===== src/rtl/keypad_code_capture_pkg.sv =====
// Shared definitions for the keypad code capture front end of the `lock` comparator.
// Holds the digit width, entry length, FSM encoding and the one-hot helper.
package keypad_code_capture_pkg;

    localparam int DIGIT_W    = 10;
    localparam int NUM_DIGITS = 4;
    localparam int CNT_W      = 3;

    typedef enum logic [1:0] {
        ST_COLLECT = 2'd0,
        ST_CHECK   = 2'd1,
        ST_LOCKOUT = 2'd2
    } state_t;

    // Exactly one bit set: non-zero and clearing the lowest set bit leaves nothing.
    function automatic logic is_onehot(input logic [DIGIT_W-1:0] v);
        return (v != '0) && ((v & (v - DIGIT_W'(1))) == '0);
    endfunction

endpackage


===== src/rtl/keypad_code_capture_key_press_detect.sv =====
// Press-edge detector for the keypad bus: one strobe per key-down,
// classified as a valid single digit or a multi-key chord.
module key_press_detect
    import keypad_code_capture_pkg::*;
(
    input  logic               clk,
    input  logic               rst,
    input  logic [DIGIT_W-1:0] i_key,
    output logic               o_press,
    output logic               o_press_ok,
    output logic               o_press_bad
);

    logic [DIGIT_W-1:0] r_key_q;
    logic               w_onehot;

    // Tracks in every FSM state so a key held across CHECK never re-fires.
    always_ff @(posedge clk) begin
        if (rst) r_key_q <= '0;
        else     r_key_q <= i_key;
    end

    assign w_onehot    = is_onehot(i_key);
    assign o_press     = (i_key != '0) && (r_key_q == '0);
    assign o_press_ok  = o_press && w_onehot;
    assign o_press_bad = o_press && !w_onehot;

endmodule


===== src/rtl/keypad_code_capture.sv =====
// Captures four keypad digits, presents them to `lock` for one CHECK cycle,
// and enforces entry timeout and a timed lockout after repeated failures.
module keypad_code_capture
    import keypad_code_capture_pkg::*;
#(
    parameter int TIMEOUT_CYC = 1000,
    parameter int MAX_FAIL    = 3,
    parameter int LOCKOUT_CYC = 5000
) (
    input  logic               clk,
    input  logic               rst,
    input  logic [DIGIT_W-1:0] key_i,
    input  logic               clear_i,
    input  logic               locki,
    output logic [DIGIT_W-1:0] a1,
    output logic [DIGIT_W-1:0] a2,
    output logic [DIGIT_W-1:0] a3,
    output logic [DIGIT_W-1:0] a4,
    output logic [CNT_W-1:0]   entry_cnt,
    output logic               code_vld,
    output logic               granted,
    output logic               denied,
    output logic               key_err,
    output logic               timeout,
    output logic               lockout
);

    localparam int IDLE_W = $clog2(TIMEOUT_CYC + 1);
    localparam int LOCK_W = $clog2(LOCKOUT_CYC + 1);
    localparam int FAIL_W = $clog2(MAX_FAIL + 1);

    localparam logic [IDLE_W-1:0] IDLE_LAST = IDLE_W'(TIMEOUT_CYC - 1);
    localparam logic [LOCK_W-1:0] LOCK_LAST = LOCK_W'(LOCKOUT_CYC - 1);
    localparam logic [FAIL_W-1:0] FAIL_LAST = FAIL_W'(MAX_FAIL - 1);
    localparam logic [FAIL_W-1:0] FAIL_MAX  = FAIL_W'(MAX_FAIL);
    localparam logic [CNT_W-1:0]  CNT_LAST  = CNT_W'(NUM_DIGITS - 1);

    logic w_press, w_press_ok, w_press_bad;

    key_press_detect u_kpd (
        .clk         (clk),
        .rst         (rst),
        .i_key       (key_i),
        .o_press     (w_press),
        .o_press_ok  (w_press_ok),
        .o_press_bad (w_press_bad)
    );

    state_t                             r_state;
    logic [NUM_DIGITS-1:0][DIGIT_W-1:0] r_dig;
    logic [CNT_W-1:0]                   r_cnt;
    logic [IDLE_W-1:0]                  r_idle;
    logic [LOCK_W-1:0]                  r_lock_cnt;
    logic [FAIL_W-1:0]                  r_fail;
    logic r_code_vld, r_granted, r_denied, r_key_err, r_timeout, r_lockout;

    always_ff @(posedge clk) begin
        if (rst) begin
            r_state    <= ST_COLLECT;
            r_dig      <= '0;
            r_cnt      <= '0;
            r_idle     <= '0;
            r_lock_cnt <= '0;
            r_fail     <= '0;
            r_code_vld <= 1'b0;
            r_granted  <= 1'b0;
            r_denied   <= 1'b0;
            r_key_err  <= 1'b0;
            r_timeout  <= 1'b0;
            r_lockout  <= 1'b0;
        end else begin
            r_code_vld <= 1'b0;
            r_granted  <= 1'b0;
            r_denied   <= 1'b0;
            r_key_err  <= 1'b0;
            r_timeout  <= 1'b0;
            case (r_state)
                ST_COLLECT: begin
                    // Clear outranks any press or timeout in the same cycle.
                    if (clear_i) begin
                        r_dig  <= '0;
                        r_cnt  <= '0;
                        r_idle <= '0;
                    end else if (w_press) begin
                        r_idle <= '0;
                        if (w_press_ok) begin
                            r_dig[r_cnt[1:0]] <= key_i;
                            r_cnt             <= r_cnt + CNT_W'(1);
                            if (r_cnt == CNT_LAST) begin
                                r_state    <= ST_CHECK;
                                r_code_vld <= 1'b1;
                            end
                        end else if (w_press_bad) begin
                            r_key_err <= 1'b1;
                        end
                    end else if (r_cnt != '0) begin
                        if (r_idle == IDLE_LAST) begin
                            r_dig     <= '0;
                            r_cnt     <= '0;
                            r_idle    <= '0;
                            r_timeout <= 1'b1;
                        end else begin
                            r_idle <= r_idle + IDLE_W'(1);
                        end
                    end
                end
                ST_CHECK: begin
                    r_dig  <= '0;
                    r_cnt  <= '0;
                    r_idle <= '0;
                    r_state <= ST_COLLECT;
                    if (locki) begin
                        r_granted <= 1'b1;
                        r_fail    <= '0;
                    end else begin
                        r_denied <= 1'b1;
                        if (r_fail >= FAIL_LAST) begin
                            r_fail     <= FAIL_MAX;
                            r_state    <= ST_LOCKOUT;
                            r_lockout  <= 1'b1;
                            r_lock_cnt <= '0;
                        end else begin
                            r_fail <= r_fail + FAIL_W'(1);
                        end
                    end
                end
                ST_LOCKOUT: begin
                    if (r_lock_cnt == LOCK_LAST) begin
                        r_lock_cnt <= '0;
                        r_fail     <= '0;
                        r_lockout  <= 1'b0;
                        r_state    <= ST_COLLECT;
                    end else begin
                        r_lock_cnt <= r_lock_cnt + LOCK_W'(1);
                    end
                end
                default: r_state <= ST_COLLECT;
            endcase
        end
    end

    assign a1        = r_dig[0];
    assign a2        = r_dig[1];
    assign a3        = r_dig[2];
    assign a4        = r_dig[3];
    assign entry_cnt = r_cnt;
    assign code_vld  = r_code_vld;
    assign granted   = r_granted;
    assign denied    = r_denied;
    assign key_err   = r_key_err;
    assign timeout   = r_timeout;
    assign lockout   = r_lockout;

endmodule


===== config.mk =====
export PLATFORM = sky130hd
export DESIGN_NAME = keypad_code_capture
export DESIGN_NICKNAME = d
export VERILOG_FILES = /design/src/rtl/keypad_code_capture_pkg.sv /design/src/rtl/keypad_code_capture_key_press_detect.sv /design/src/rtl/keypad_code_capture.sv
export SDC_FILE = /design/constraint.sdc
export NUM_CORES = 1
export LEC_CHECK = 0
export ABC_AREA = 1
export ABC_CLOCK_PERIOD_IN_PS = 1920
export BUFFER_PORTS_ARGS = -buffer_cell sky130_fd_sc_hd__buf_2
export CAP_MARGIN = 5
export CORE_ASPECT_RATIO = 0.8
export CORE_UTILIZATION = 52
export DETAILED_ROUTE_END_ITERATION = 8
export GPL_ROUTABILITY_DRIVEN = 0
export GPL_TIMING_DRIVEN = 0
export PLACE_DENSITY = 0.77
export SYNTH_ARGS = -nofsm -noshare
export SYNTH_HDL_FRONTEND = slang
export SYNTH_HIERARCHICAL = 1
export SYNTH_SLANG_ARGS = --single-unit

===== constraint.sdc =====
create_clock -name clk -period 1.92 [get_ports clk]
set_input_delay 0.288 -clock clk [delete_from_list [all_inputs] [get_ports clk]]
set_output_delay 0.288 -clock clk [all_outputs]
set_load 0.03 [all_outputs]

==> impl_results.md, run 1 <==
* Outcome: complete, but fails checks
* Failing checks: negative setup slack
* Vias at ~4.5k
* H-Tree Depth at 3
* Crit path DAT at 2.27 ns
* Diode count at 0
* GR Layer Usage met3 at 0.0495
* CTS sink cnt at 86
* Post-layout worst setup margin at -0.0803 ns
* Drt via density at 5.37
* Final Instance Area at ~5400 um2
* Power per cell area at just over 600 nW/um2
* Maximum clock frequency at 500 MHz
* Post-Syn Nets at 660
* Total design power at about 0.0034 W
* Crit path max fanout at 5
* Ports at between 60 and 70
* CP endpoint kind: flop
* Synthesis-to-layout area growth at 25.4%
* RSZ-0062 raised after global routing: yes
* Final cell count without fillers at between 800 and 900
* Leak pwr at 2.50 nW
* Required @ worst endpoint at roughly 2.2 ns
* Met1 usage at 0.357
* Hold Fails Final Rpt at 0
* Pin count of the biggest net entering global routing at 14
* DIE HEIGHT at between 80 and 90 um
* Clock skew at 0.00771 ns
* Final setup fails at 34
* Synth Area in Compound Gates at 0.0911
* Number of synthesized register bits at between 80 and 90
* Core area at about 8000 um2
* Xor/xnor share of the synthesized area at 0.00815
* IO buf count at 61
* Worst-Skew Late Latency at 0.36 ns
* R2R Setup Slk at -0.08 ns
* Primary FF master, synth: dfxtp_1
* Reg2Reg Depth at 13
* Starting density of the core at 0.539
* Total Wirelength at about 12 mm
* ANT nets after route at 0
* Hold path cells at 2
* Gr usage total at 0.269
* Cell taking the most area after synthesis: dfxtp_1
* Row cnt at 29
* Final period utilization at 1.04
* Synth top area share at 0.400
* Synth Warn # at 6
* Hold_ws at about 0.11 ns
* Routed wire per std cell at 14.4 um
* Residual DRC at 0
* Seq/Total Area, Yosys at 0.400
* Total Die Area at approximately 8600 um2
* Clk buf depth at 2
* MaxCap Viol Count at 0
* Post-synthesis simple-gate area fraction at 0.360
* Cell types with the highest counts after synthesis: nand2_1, inv_1, dfxtp_1, a21oi_1, nor2_1
* Count leader, synth: nand2_1
* Number of synthesized flops with an enable pin at 0
* Starting DRC count in detailed routing at 350
* Post-synthesis mux area share at 0
* First-pass GRT wire length at ~19 mm
* NumNets Final at approximately 750
* Post-Synth Adder-Cell Area at 0.0204
* VDD IR max at around 430 uV
* Avg Synthesized Cell Area at between 6 and 7 um2
* Root Buffer: clkbuf_8
* Area post-placement at between 4000 and 5000 um2
* Die extent in x at between 100 and 150 um
* TritonCTS buffer count at 9
* Slew @ Worst Pin at a little under 0.6 ns
* Ys async rst share at 0
* Worst slew margin at 0.607
* Largest family of logic cells by synthesized area: simple AND/OR/NAND/NOR gates
* Dpl cells at between 800 and 900
* GR Util met2 at 0.441
* DP Wirelength at approximately 8.0 mm
* Clk slew on worst S/H paths at ~0.080 ns
* GR peak layer: met2
* Kind of critical path: reg2reg
* Syn Inst Count at between 600 and 700
* Vias in the first global route at 4057
* R2r endpoint: entry_cnt[0]
* Final min period at between 2 and 2.5 ns
* HP Start: locki
* Initial antenna violation count at 0
* Hold path endpoint: denied
* Min-Delay Path Class: in2reg
* Remaining Overflow, GRT at 0
* Dominant cells by area after synthesis: dfxtp_1, nand2_1, inv_1
* Fraction of layout cells with a size suffix above 1 at 0.233
* Pre-antenna DRT Iters at 5
* CTS tree: built
* Post-Syn Area at approximately 4300 um2
* Final slew viol count at 0
* Critical path launch point type: flop
* Netlist cell types at 28
* Worst R2R Start: u_kpd/r_key_q[1]
[stage by stage]
stage / setup TNS [ns] / setup slack (ns) / util
after CTS: 0 / 0.00323 / 0.634
after global placement: -14.60 / -0.358 / 0.594
final: -1.02 / -0.0803 / 0.676
after global routing: -4.97 / -0.173 / 0.676
after floorplan: 0 / 0.0814 / -
after detailed placement: -19.06 / -0.427 / 0.594
[power breakdown]
part           total, W  switching [W]  internal, W
Clock           0.00113       0.000629     0.000505
Combinational  0.000424       0.000267     0.000158
Sequential      0.00180     0.00000622      0.00180
[per-layer routing]
metal / routed length [um] / vias to the layer above
met5: 0 / -
met4: 257 / 0
met3: 1050 / 31
met2: 5720 / 230
met1: 5190 / 2045
li1: - / 2235
[cell usage in the layout (no fill, tap or decap), types with 2 or more instances in the layout]
master / netlist / layout
clkinvlp_4: 0 / 2
o21ai_0: 9 / 9
clkbuf_1: 13 / 16
nor3_1: 8 / 7
clkbuf_4: 0 / 3
a21oi_1: 62 / 60
clkbuf_8: 0 / 10
nand3_1: 26 / 26
buf_12: 0 / 4
ha_1: 7 / 7
a21oi_2: 0 / 2
nand2_4: 0 / 2
nor2_1: 60 / 51
inv_1: 90 / 89
buf_8: 0 / 4
nand3_4: 0 / 7
nor2_2: 5 / 11
nor2_4: 4 / 7
buf_2: 8 / 59
dfxtp_1: 86 / 85
nand2_1: 174 / 156
nand2_2: 5 / 21
nand4_1: 49 / 49
clkbuf_16: 0 / 2
xor2_1: 3 / 3
buf_6: 4 / 5
o21ai_1: 3 / 2
nand3_2: 7 / 4
buf_4: 2 / 16
inv_2: 7 / 8
[kinds of logic (layout without fill, tap and decap cells)]
logic type	Yosys count	in the layout
compound gates	77	77
xor+xnor	4	4
fa+ha+maj	7	7
buf+inv	125	220
flops	86	86
simple gates	340	344
[state kept, by name, indices dropped and copies added (netlist names), 2 cells and up]
name,count
a1,10
a2,10
a3,10
a4,10
entry_cnt,3
r_fail,2
r_idle,10
r_lock_cnt,13
r_state,2
u_kpd/r_key_q,10
[final cells by class]
class                      count  area, um2
clock buffer                  13        149
buffer                        27        185
multi-input combinational    432       2260
clock inverter                 3       20.0
inverter                      98        370
timing repair buffer          79        548
tap                          108        135
sequential                    86       1720
fill                         669       2590
[critical path, cell delays in order, from the launching register on]
cell and delay [ns]:
dfxtp_2 0.32, nor2_2 0.10, inv_1 0.05, nor3_2 0.22, nand2_1 0.11, inv_2 0.11, nor2_2 0.07, nand3_2 0.09
nand2_4 0.07, nor2_4 0.21, clkbuf_16 0.21, buf_8 0.11, nand3_1 0.07, a21oi_1 0.17
[worst max-delay path by stage]
stage                         to  slack [ns]  depth (start not counted)              from
floorplan                  a1[8]        0.08                         11      entry_cnt[0]
global placement           a3[8]       -0.36                         15          key_i[0]
detailed placement         a3[8]       -0.43                         15          key_i[4]
CTS                        a2[8]       0.003                         10  u_kpd/r_key_q[3]
global route               a3[0]       -0.17                         12  u_kpd/r_key_q[1]
finish              entry_cnt[0]       -0.08                         13  u_kpd/r_key_q[1]
[timing repair]
action / CTS / global route
hold endpoints to repair: 0 / 0
setup buffers: 4 / 10
pin swaps: 8 / 26
gates resized for setup: 17 / 74
gates cloned: 4 / 5
endpoints found under the setup margin: 44 / 49
hold buffers: 0 / 0
Note: power is estimated with default switching activity, not from simulation.
==> inputs of run 2 (changes only) <==
--- a/config.mk
+++ b/config.mk
@@ -5,16 +5,15 @@
 export SDC_FILE = /design/constraint.sdc
 export NUM_CORES = 1
 export LEC_CHECK = 0
-export ABC_AREA = 1
 export ABC_CLOCK_PERIOD_IN_PS = 1920
 export BUFFER_PORTS_ARGS = -buffer_cell sky130_fd_sc_hd__buf_2
 export CAP_MARGIN = 5
 export CORE_ASPECT_RATIO = 0.8
-export CORE_UTILIZATION = 52
+export CORE_UTILIZATION = 51
 export DETAILED_ROUTE_END_ITERATION = 8
 export GPL_ROUTABILITY_DRIVEN = 0
 export GPL_TIMING_DRIVEN = 0
-export PLACE_DENSITY = 0.77
+export PLACE_DENSITY = 0.76
 export SYNTH_ARGS = -nofsm -noshare
 export SYNTH_HDL_FRONTEND = slang
 export SYNTH_HIERARCHICAL = 1
==> run 2 against run 1 <==
Compared with the run above: highest routed layer unchanged; utilization grew 6.4 points; synthesized area shrank 6.2%; critical path depth shrank 3; synthesized cell count shrank 28%; the flow still finishes with violations (negative setup slack); non-clock buffer count grew 13; largest cell class unchanged.
==> impl_results.md, run 2 <==
* Ports at 63 (unchanged)
* Final slew viol count at 0 (unchanged)
* Maximum clock frequency at 386 MHz (was 500 MHz)
* CP Launch Point: key_i[1] (was u_kpd/r_key_q[1])
* Count leader, synth: dfxtp_1 (was nand2_1)
* Diode count at 0 (unchanged)
* R2R Setup Slk at -0.56 ns (was -0.08 ns)
* Post-layout worst setup margin at -0.669 ns (was -0.0803 ns)
* Row cnt at 28 (was 29)
* Clock skew at 0.0148 ns (was 0.00771 ns)
* Final setup fails at 57 (was 34)
* Fraction of layout cells with a size suffix above 1 at 0.386 (was 0.233)
* RSZ-0062 raised after global routing: yes (unchanged)
* Syn Inst Count at 458 (was 639)
* Vias in the first global route at 3771 (was 4057)
* R2r endpoint: a1[9] (was entry_cnt[0])
* Critical path launch point type: input pin (was flop)
* Root Buffer: clkbuf_8 (unchanged)
* CTS tree: built (unchanged)
* Synth Warn # at 6 (unchanged)
* Number of synthesized flops with an enable pin at 0 (unchanged)
* Slew @ Worst Pin at 0.824 ns (was 0.590 ns)
* Final min period at 2.59 ns (was 2.00 ns)
* Fin util at 0.740 (was 0.676)
* Clk slew on worst S/H paths at 0.09 ns (was 0.08 ns)
* Starting density of the core at 0.536 (was 0.539)
* Most frequent cells in the layout: dfxtp_1, buf_2, nand3_1 (was nand2_1, inv_1, dfxtp_1)
* Critical path depth at 10 (was 13)
* Worst slew margin at 0.450 (was 0.607)
* CP Buf/Inv Count at 3 (was 4)
* DP Wirelength at 7.68 mm (was 7.97 mm)
* Failing checks: negative setup slack (unchanged)
* Power per cell area at 615 nW/um2 (was 623 nW/um2)
* Post-Syn Area at 4030 um2 (was 4300 um2)
* Clk buf depth at 2 (unchanged)
* Crit path cell chain: buf_12 -> or4_4 -> o31a_1 -> or3_4 -> a211oi_4 -> inv_1 -> nor2_4 -> buf_4 -> nand3_1 -> a21oi_1 (was nor2_2 -> inv_1 -> nor3_2 -> nand2_1 -> inv_2 -> nor2_2 -> nand3_2 -> nand2_4 -> nor2_4 -> clkbuf_16 -> buf_8 -> nand3_1 -> a21oi_1)
* Total Die Area at 8270 um2 (was 8640 um2)
* DIE HEIGHT at 81.5 um (was 83.3 um)
* Dominant cells by area after synthesis: dfxtp_1, o31ai_1, nand3_1 (was dfxtp_1, nand2_1, inv_1)
* Vias at 4248 (was 4541)
* Avg Synthesized Cell Area at 8.81 um2 (was 6.73 um2)
* Netlist cell types at 60 (was 28)
* Worst-Skew Late Latency at 0.37 ns (was 0.36 ns)
* Seq/Total Area, Yosys at 0.427 (was 0.400)
* TritonCTS buffer count at 9 (unchanged)
* Hold buffers post-CTS at 0 (unchanged)
* Pin count of the biggest net entering global routing at 17 (was 14)
* Hold Fails Final Rpt at 0 (unchanged)
* CP endpoint kind: flop (unchanged)
* Most flops, register: r_lock_cnt (unchanged)
* Hold path cells at 2 (unchanged)
* Largest register FFs at 13 (unchanged)
* ANT nets after route at 0 (unchanged)
* Kind of critical path: in2reg (was reg2reg)
* Crit path max fanout at 10 (was 5)
* Pre-antenna DRT Iters at 6 (was 5)
* NumNets Final at 573 (was 754)
* Most common cell after layout, fill and taps aside: dfxtp_1 (was nand2_1)
* Critical path endpoint: a1[9] (was entry_cnt[0])
* Cell taking the most area after synthesis: dfxtp_1 (unchanged)
* Ys async rst share at 0 (unchanged)
* VDD IR max at 435 uV (was 433 uV)
* Drt via density at 6.42 (was 5.37)
* MaxCap Viol Count at 0 (unchanged)
* Post-Syn Nets at 479 (was 660)
* Required @ worst endpoint at 2.21 ns (was 2.19 ns)
* Die extent in x at 101 um (was 104 um)
* Worst R2R Start: u_kpd/r_key_q[2] (was u_kpd/r_key_q[1])
* CTS sink cnt at 86 (unchanged)
* Number of synthesized register bits at 86 (unchanged)
* Remaining Overflow, GRT at 0 (unchanged)
* Min-Delay Path Class: in2reg (unchanged)
* Top delay family on crit path: simple AND/OR/NAND/NOR gates (unchanged)
* Synth top area share at 0.427 (was 0.400)
* Outcome: complete, but fails checks (unchanged)
* Primary FF master, synth: dfxtp_1 (unchanged)
* Leak pwr at 1.90 nW (was 2.50 nW)
* Crit path DAT at 2.88 ns (was 2.27 ns)
* IO buf count at 62 (was 61)
* Largest incremental delay on the critical path at 0.58 ns (was 0.32 ns)
* Synthesis-to-layout area growth at 38.2% (was 25.4%)
* Dpl ws at -1.17 ns (was -0.427 ns)
* Reg2Reg Depth at 9 (was 13)
* Total Wirelength at 12.7 mm (was 12.2 mm)
* Gr usage total at 0.295 (was 0.269)
* CP max-delay cell: or4_4 (was dfxtp_2)
* First-pass GRT wire length at 18.7 mm (was 18.9 mm)
* Initial antenna violation count at 0 (unchanged)
* Final period utilization at 1.35 (was 1.04)
* Routed wire per std cell at 19.2 um (was 14.4 um)
* Core area at 7530 um2 (was 7980 um2)
* Cell types with the highest counts after synthesis: dfxtp_1, nand3_1, a21oi_1, o31ai_1, nor2_1 (was nand2_1, inv_1, dfxtp_1, a21oi_1, nor2_1)
* H-Tree Depth at 3 (unchanged)
* Residual DRC at 0 (unchanged)
* Starting DRC count in detailed routing at 290 (was 350)
run 2: changes by cell type after synthesis, moves of 8 or more:
cell | previous run | this run
nand3_1 | 26 | 51
o31ai_1 | 0 | 45
nand2_1 | 174 | 15
nand4_1 | 49 | 11
a21oi_1 | 62 | 50
nor2b_1 | 0 | 13
a31oi_1 | 0 | 11
nor4_1 | 1 | 9
inv_1 | 90 | 12
nor2_1 | 60 | 19
run 2: kinds of logic after synthesis:
group           after synthesis  synth area share
xor+xnor                      7            0.0152
buf+inv                      48            0.0586
simple gates                166             0.234
fa+ha+maj                     8            0.0242
flops                        86             0.427
compound gates              143             0.241
run 2: final cells by class:
cell class,count,area (um2)
timing repair buffer,86,609
inverter,12,45.0
tap,105,131
clock inverter,6,51.3
buffer,33,229
fill,517,1960
sequential,86,1720
multi-input combinational,324,2650
clock buffer,10,138
run 2: how the worst min path moves through the flow:
stage                     slack [ns]     start          endpoint
after floorplan                 0.35       rst  u_kpd/r_key_q[9]
after global placement          0.45     a2[5]             a2[5]
after detailed placement        0.46     a3[2]             a3[2]
after CTS                       0.13     locki            denied
after global routing            0.16     locki            denied
final                           0.16  key_i[0]  u_kpd/r_key_q[0]
run 2: report_power, final:
| part | leakage, nW | switching (W) | internal (W) |
|---|---|---|---|
| sequential | 0.696 | 0.00000910 | 0.00180 |
| combinational | 1.11 | 0.000229 | 0.000146 |
| clock | 0.0943 | 0.000723 | 0.000527 |
run 2: per-layer routing:
| layer | track usage | up-vias | routed length, um |
|---|---|---|---|
| met1 | 0.387 | 2096 | 5390 |
| met5 | 0 | - | 0 |
| met4 | 0.119 | 0 | 324 |
| met2 | 0.481 | 181 | 6170 |
| met3 | 0.0570 | 37 | 853 |
| li1 | - | 1934 | - |
run 2: repair_timing:
action                                  CTS  global route
cloned                                    2             0
endpoints found under the setup margin   57            70
setup buffers                            18             4
gates resized for setup                  90            47
pin swaps                                25            16
run 2: through the flow:
step / std cells / hold WS (ns) / total power [W] / area (um2) / TNS (ns)
after global routing: 662 / 0.159 / 0.00353 / 5570 / -32.18
after floorplan: 458 / 0.355 / 0.00197 / 4100 / -37.54
after detailed placement: 625 / 0.457 / 0.00206 / 4540 / -61.47
after global placement: 625 / 0.449 / 0.00206 / 4540 / -59.87
after CTS: 660 / 0.133 / 0.00339 / 5330 / -25.94
final: 662 / 0.164 / 0.00343 / 5570 / -29.91
==> inputs of run 3 (changes only) <==
--- a/config.mk
+++ b/config.mk
@@ -5,15 +5,16 @@
 export SDC_FILE = /design/constraint.sdc
 export NUM_CORES = 1
 export LEC_CHECK = 0
-export ABC_CLOCK_PERIOD_IN_PS = 1920
+export ABC_CLOCK_PERIOD_IN_PS = 3400
 export BUFFER_PORTS_ARGS = -buffer_cell sky130_fd_sc_hd__buf_2
 export CAP_MARGIN = 5
 export CORE_ASPECT_RATIO = 0.8
-export CORE_UTILIZATION = 51
+export CORE_UTILIZATION = 60
 export DETAILED_ROUTE_END_ITERATION = 8
 export GPL_ROUTABILITY_DRIVEN = 0
 export GPL_TIMING_DRIVEN = 0
-export PLACE_DENSITY = 0.76
+export PLACE_DENSITY = 0.84
+export RECOVER_POWER = 100
 export SYNTH_ARGS = -nofsm -noshare
 export SYNTH_HDL_FRONTEND = slang
 export SYNTH_HIERARCHICAL = 1
==> constraint.sdc (replaced) <==
create_clock -name clk -period 3.4 [get_ports clk]
set_input_delay 0.51 -clock clk [delete_from_list [all_inputs] [get_ports clk]]
set_output_delay 0.51 -clock clk [all_outputs]
set_load 0.03 [all_outputs]
==> run 3 against run 2 <==
Compared with the run above: the flow now finishes without violations; final cell count is 6.2% lower; via count is 3.6% lower; combinational power is 67% lower; wire length is 14% lower; critical path depth is 1 higher; critical endpoint is now a2[6]; largest power group unchanged; highest routed layer unchanged.
==> impl_results.md, run 3 (same netlist as run 2, synthesis figures left out) <==
* Worst slew margin at 0.163 (was 0.450)
* DIE HEIGHT at 75.3 um (was 81.5 um)
* Register area at 1720 um2 (about the same)
* Outcome: finished clean (was complete, but fails checks)
* Worst-Skew Late Latency at 0.37 ns (about the same)
* Starting density of the core at 0.626 (was 0.536)
* Clock power frac at 0.396 (was 0.364)
* Clk buf depth at 2 (unchanged)
* Gr usage total at 0.308 (was 0.295)
* Crit path cell chain: buf_2 -> or4_1 -> buf_2 -> o31a_1 -> or3_1 -> a211oi_2 -> inv_1 -> nor2_1 -> clkbuf_2 -> nand3_1 -> a21oi_1 (was buf_12 -> or4_4 -> o31a_1 -> or3_4 -> a211oi_4 -> inv_1 -> nor2_4 -> buf_4 -> nand3_1 -> a21oi_1)
* CTS tree: built (unchanged)
* Total Wirelength at 11.0 mm (was 12.7 mm)
* DP Wirelength at 7.49 mm (was 7.68 mm)
* Routed wire per std cell at 17.7 um (was 19.2 um)
* Power per cell area at 411 nW/um2 (was 615 nW/um2)
* VDD IR max at 266 uV (was 435 uV)
* Residual DRC at 0 (unchanged)
* Slew @ Worst Pin at 1.25 ns (was 0.824 ns)
* Remaining Overflow, GRT at 0 (unchanged)
* Total Die Area at 7060 um2 (was 8270 um2)
* CP max-delay cell: or4_1 (was or4_4)
* Clk slew on worst S/H paths at 0.09 ns (about the same)
* Final slew viol count at 0 (unchanged)
* Core area at 6440 um2 (was 7530 um2)
* Synthesis-to-layout area growth at 14.1% (was 38.2%)
* Area post-placement at 4450 um2 (was 4540 um2)
* Diode count at 0 (unchanged)
* Kind of critical path: in2reg (unchanged)
* Most frequent cells in the layout: dfxtp_1, clkbuf_1, nand3_1 (was dfxtp_1, buf_2, nand3_1)
* Net Sw Frac at 0.253 (was 0.280)
* Final min period at ~3.3 ns
* TritonCTS buffer count at 9 (unchanged)
* Comb power frac at 0.066 (was 0.109)
* Maximum clock frequency at around 310 MHz
* Root Buffer: clkbuf_8 (unchanged)
* Largest incremental delay on the critical path at 0.50 ns (was 0.58 ns)
* Multi-input gate area at 2080 um2 (was 2650 um2)
* Required @ worst endpoint at 3.69 ns (was 2.21 ns)
* Postcts setup bufs at 0 (was 18)
* NumNets Final at 553 (was 573)
* First-pass GRT wire length at 16.7 mm (was 18.7 mm)
* Clock skew at 0.0152 ns (was 0.0148 ns)
* Top cell by count, worst path: buf_2
* Die extent in x at 93.7 um (was 101 um)
* Row cnt at 26 (was 28)
* MaxCap Viol Count at 0 (unchanged)
* Top delay family on crit path: simple AND/OR/NAND/NOR gates (unchanged)
* Final setup fails at 0 (was 57)
* Hold Fails Final Rpt at 0 (unchanged)
* Crit path max fanout at 10 (unchanged)
* Pre-antenna DRT Iters at 6 (unchanged)
* CP Buf/Inv Count at 4 (was 3)
* Fraction of layout cells with a size suffix above 1 at 0.106 (was 0.386)
* RSZ-0062 raised after global routing: no (was yes)
* Seq pwr share at 0.538 (was 0.526)
* Most common cell after layout, fill and taps aside: dfxtp_1 (unchanged)
* Fin util at 0.715 (was 0.740)
* CTS sink cnt at 86 (unchanged)
* H-Tree Depth at 3 (unchanged)
* IO buf count at 62 (unchanged)
* Ports at 63 (unchanged)
* CP endpoint kind: flop (unchanged)
* Fillers at 558 (was 517)
* Leak pwr at 1.50 nW (was 1.90 nW)
* Pin count of the biggest net entering global routing at 16 (was 17)
* Sw Pwr at 0.000478 W (was 0.000960 W)
* Min-Delay Path Class: in2reg (unchanged)
* Starting DRC count in detailed routing at 348 (was 290)
* Critical path launch point type: input pin (unchanged)
* Crit path DAT at 3.55 ns (was 2.88 ns)
* Vias at 4093 (was 4248)
* Pint at 0.00141 W (was 0.00247 W)
* Largest register FFs at 13 (unchanged)
* Initial antenna violation count at 0 (unchanged)
* Hold_ws at 0.368 ns (was 0.164 ns)
* Drt via density at 6.59 (was 6.42)
* Vias in the first global route at 3513 (was 3771)
* Most flops, register: r_lock_cnt (unchanged)
* ANT nets after route at 0 (unchanged)
* Final Instance Area at 4600 um2 (was 5570 um2)
* Final period utilization at 0.959
run 3: power by group through the flow:
| stage | clock, W | sequential [W] | combinational (W) |
|---|---|---|---|
| 5_1_grt | 0.000791 | 0.00102 | 0.000131 |
| 2_1_floorplan | 0 | 0.00104 | 0.0000705 |
| 6_report | 0.000748 | 0.00102 | 0.000125 |
| 4_1_cts | 0.000750 | 0.00102 | 0.000120 |
| 3_5_place_dp | 0 | 0.00104 | 0.000119 |
| 3_3_place_gp | 0 | 0.00104 | 0.000116 |
run 3: final cells by class:
cell class	count	area share
multi-input combinational	324	0.453
sequential	86	0.374
timing repair buffer	63	0.0554
buffer	36	0.0402
clock buffer	10	0.0299
tap	84	0.0228
clock inverter	6	0.0152
inverter	12	0.00979
run 3: per-layer routing:
layer  GRT usage  wire length [um]
met5           0                 0
met4      0.0991               194
met3      0.0758               983
met2       0.493              4980
met1       0.417              4840
run 3: repair_timing:
action | in CTS | in global routing
hold buffers | 0 | 0
setup endpoints to repair | 0 | 48
resized for setup | 0 | 3
run 3: worst reg2reg max path: cells and delay by family, from the launching register on:
kind                   cells  cell delay, ns
and+or+nand+nor            5            1.43
buffers and inverters      2            0.51
DFF                        1            0.31
AOI/OAI and AO/OA          2            0.59
run 3: per-stage QoR:
stage | total power, W | cells | setup WS [ns] | setup TNS [ns]
after floorplan | 0.00111 | 458 | 0.272 | 0
after global placement | 0.00116 | 604 | -0.165 | -6.64
after detailed placement | 0.00116 | 604 | -0.305 | -12.65
after CTS | 0.00189 | 620 | 0.0366 | 0
after global routing | 0.00194 | 621 | 0.0265 | 0
final | 0.00189 | 621 | 0.140 | 0
run 3: worst paths after layout:
path,slack (ns),start,end,depth (start not counted)
setup / recovery,0.14,key_i[1],a2[6],11
hold / removal,0.37,locki,denied,2
setup reg to reg,0.50,u_kpd/r_key_q[5],a2[6],9
hold reg to reg,0.47,lockout,lockout,2
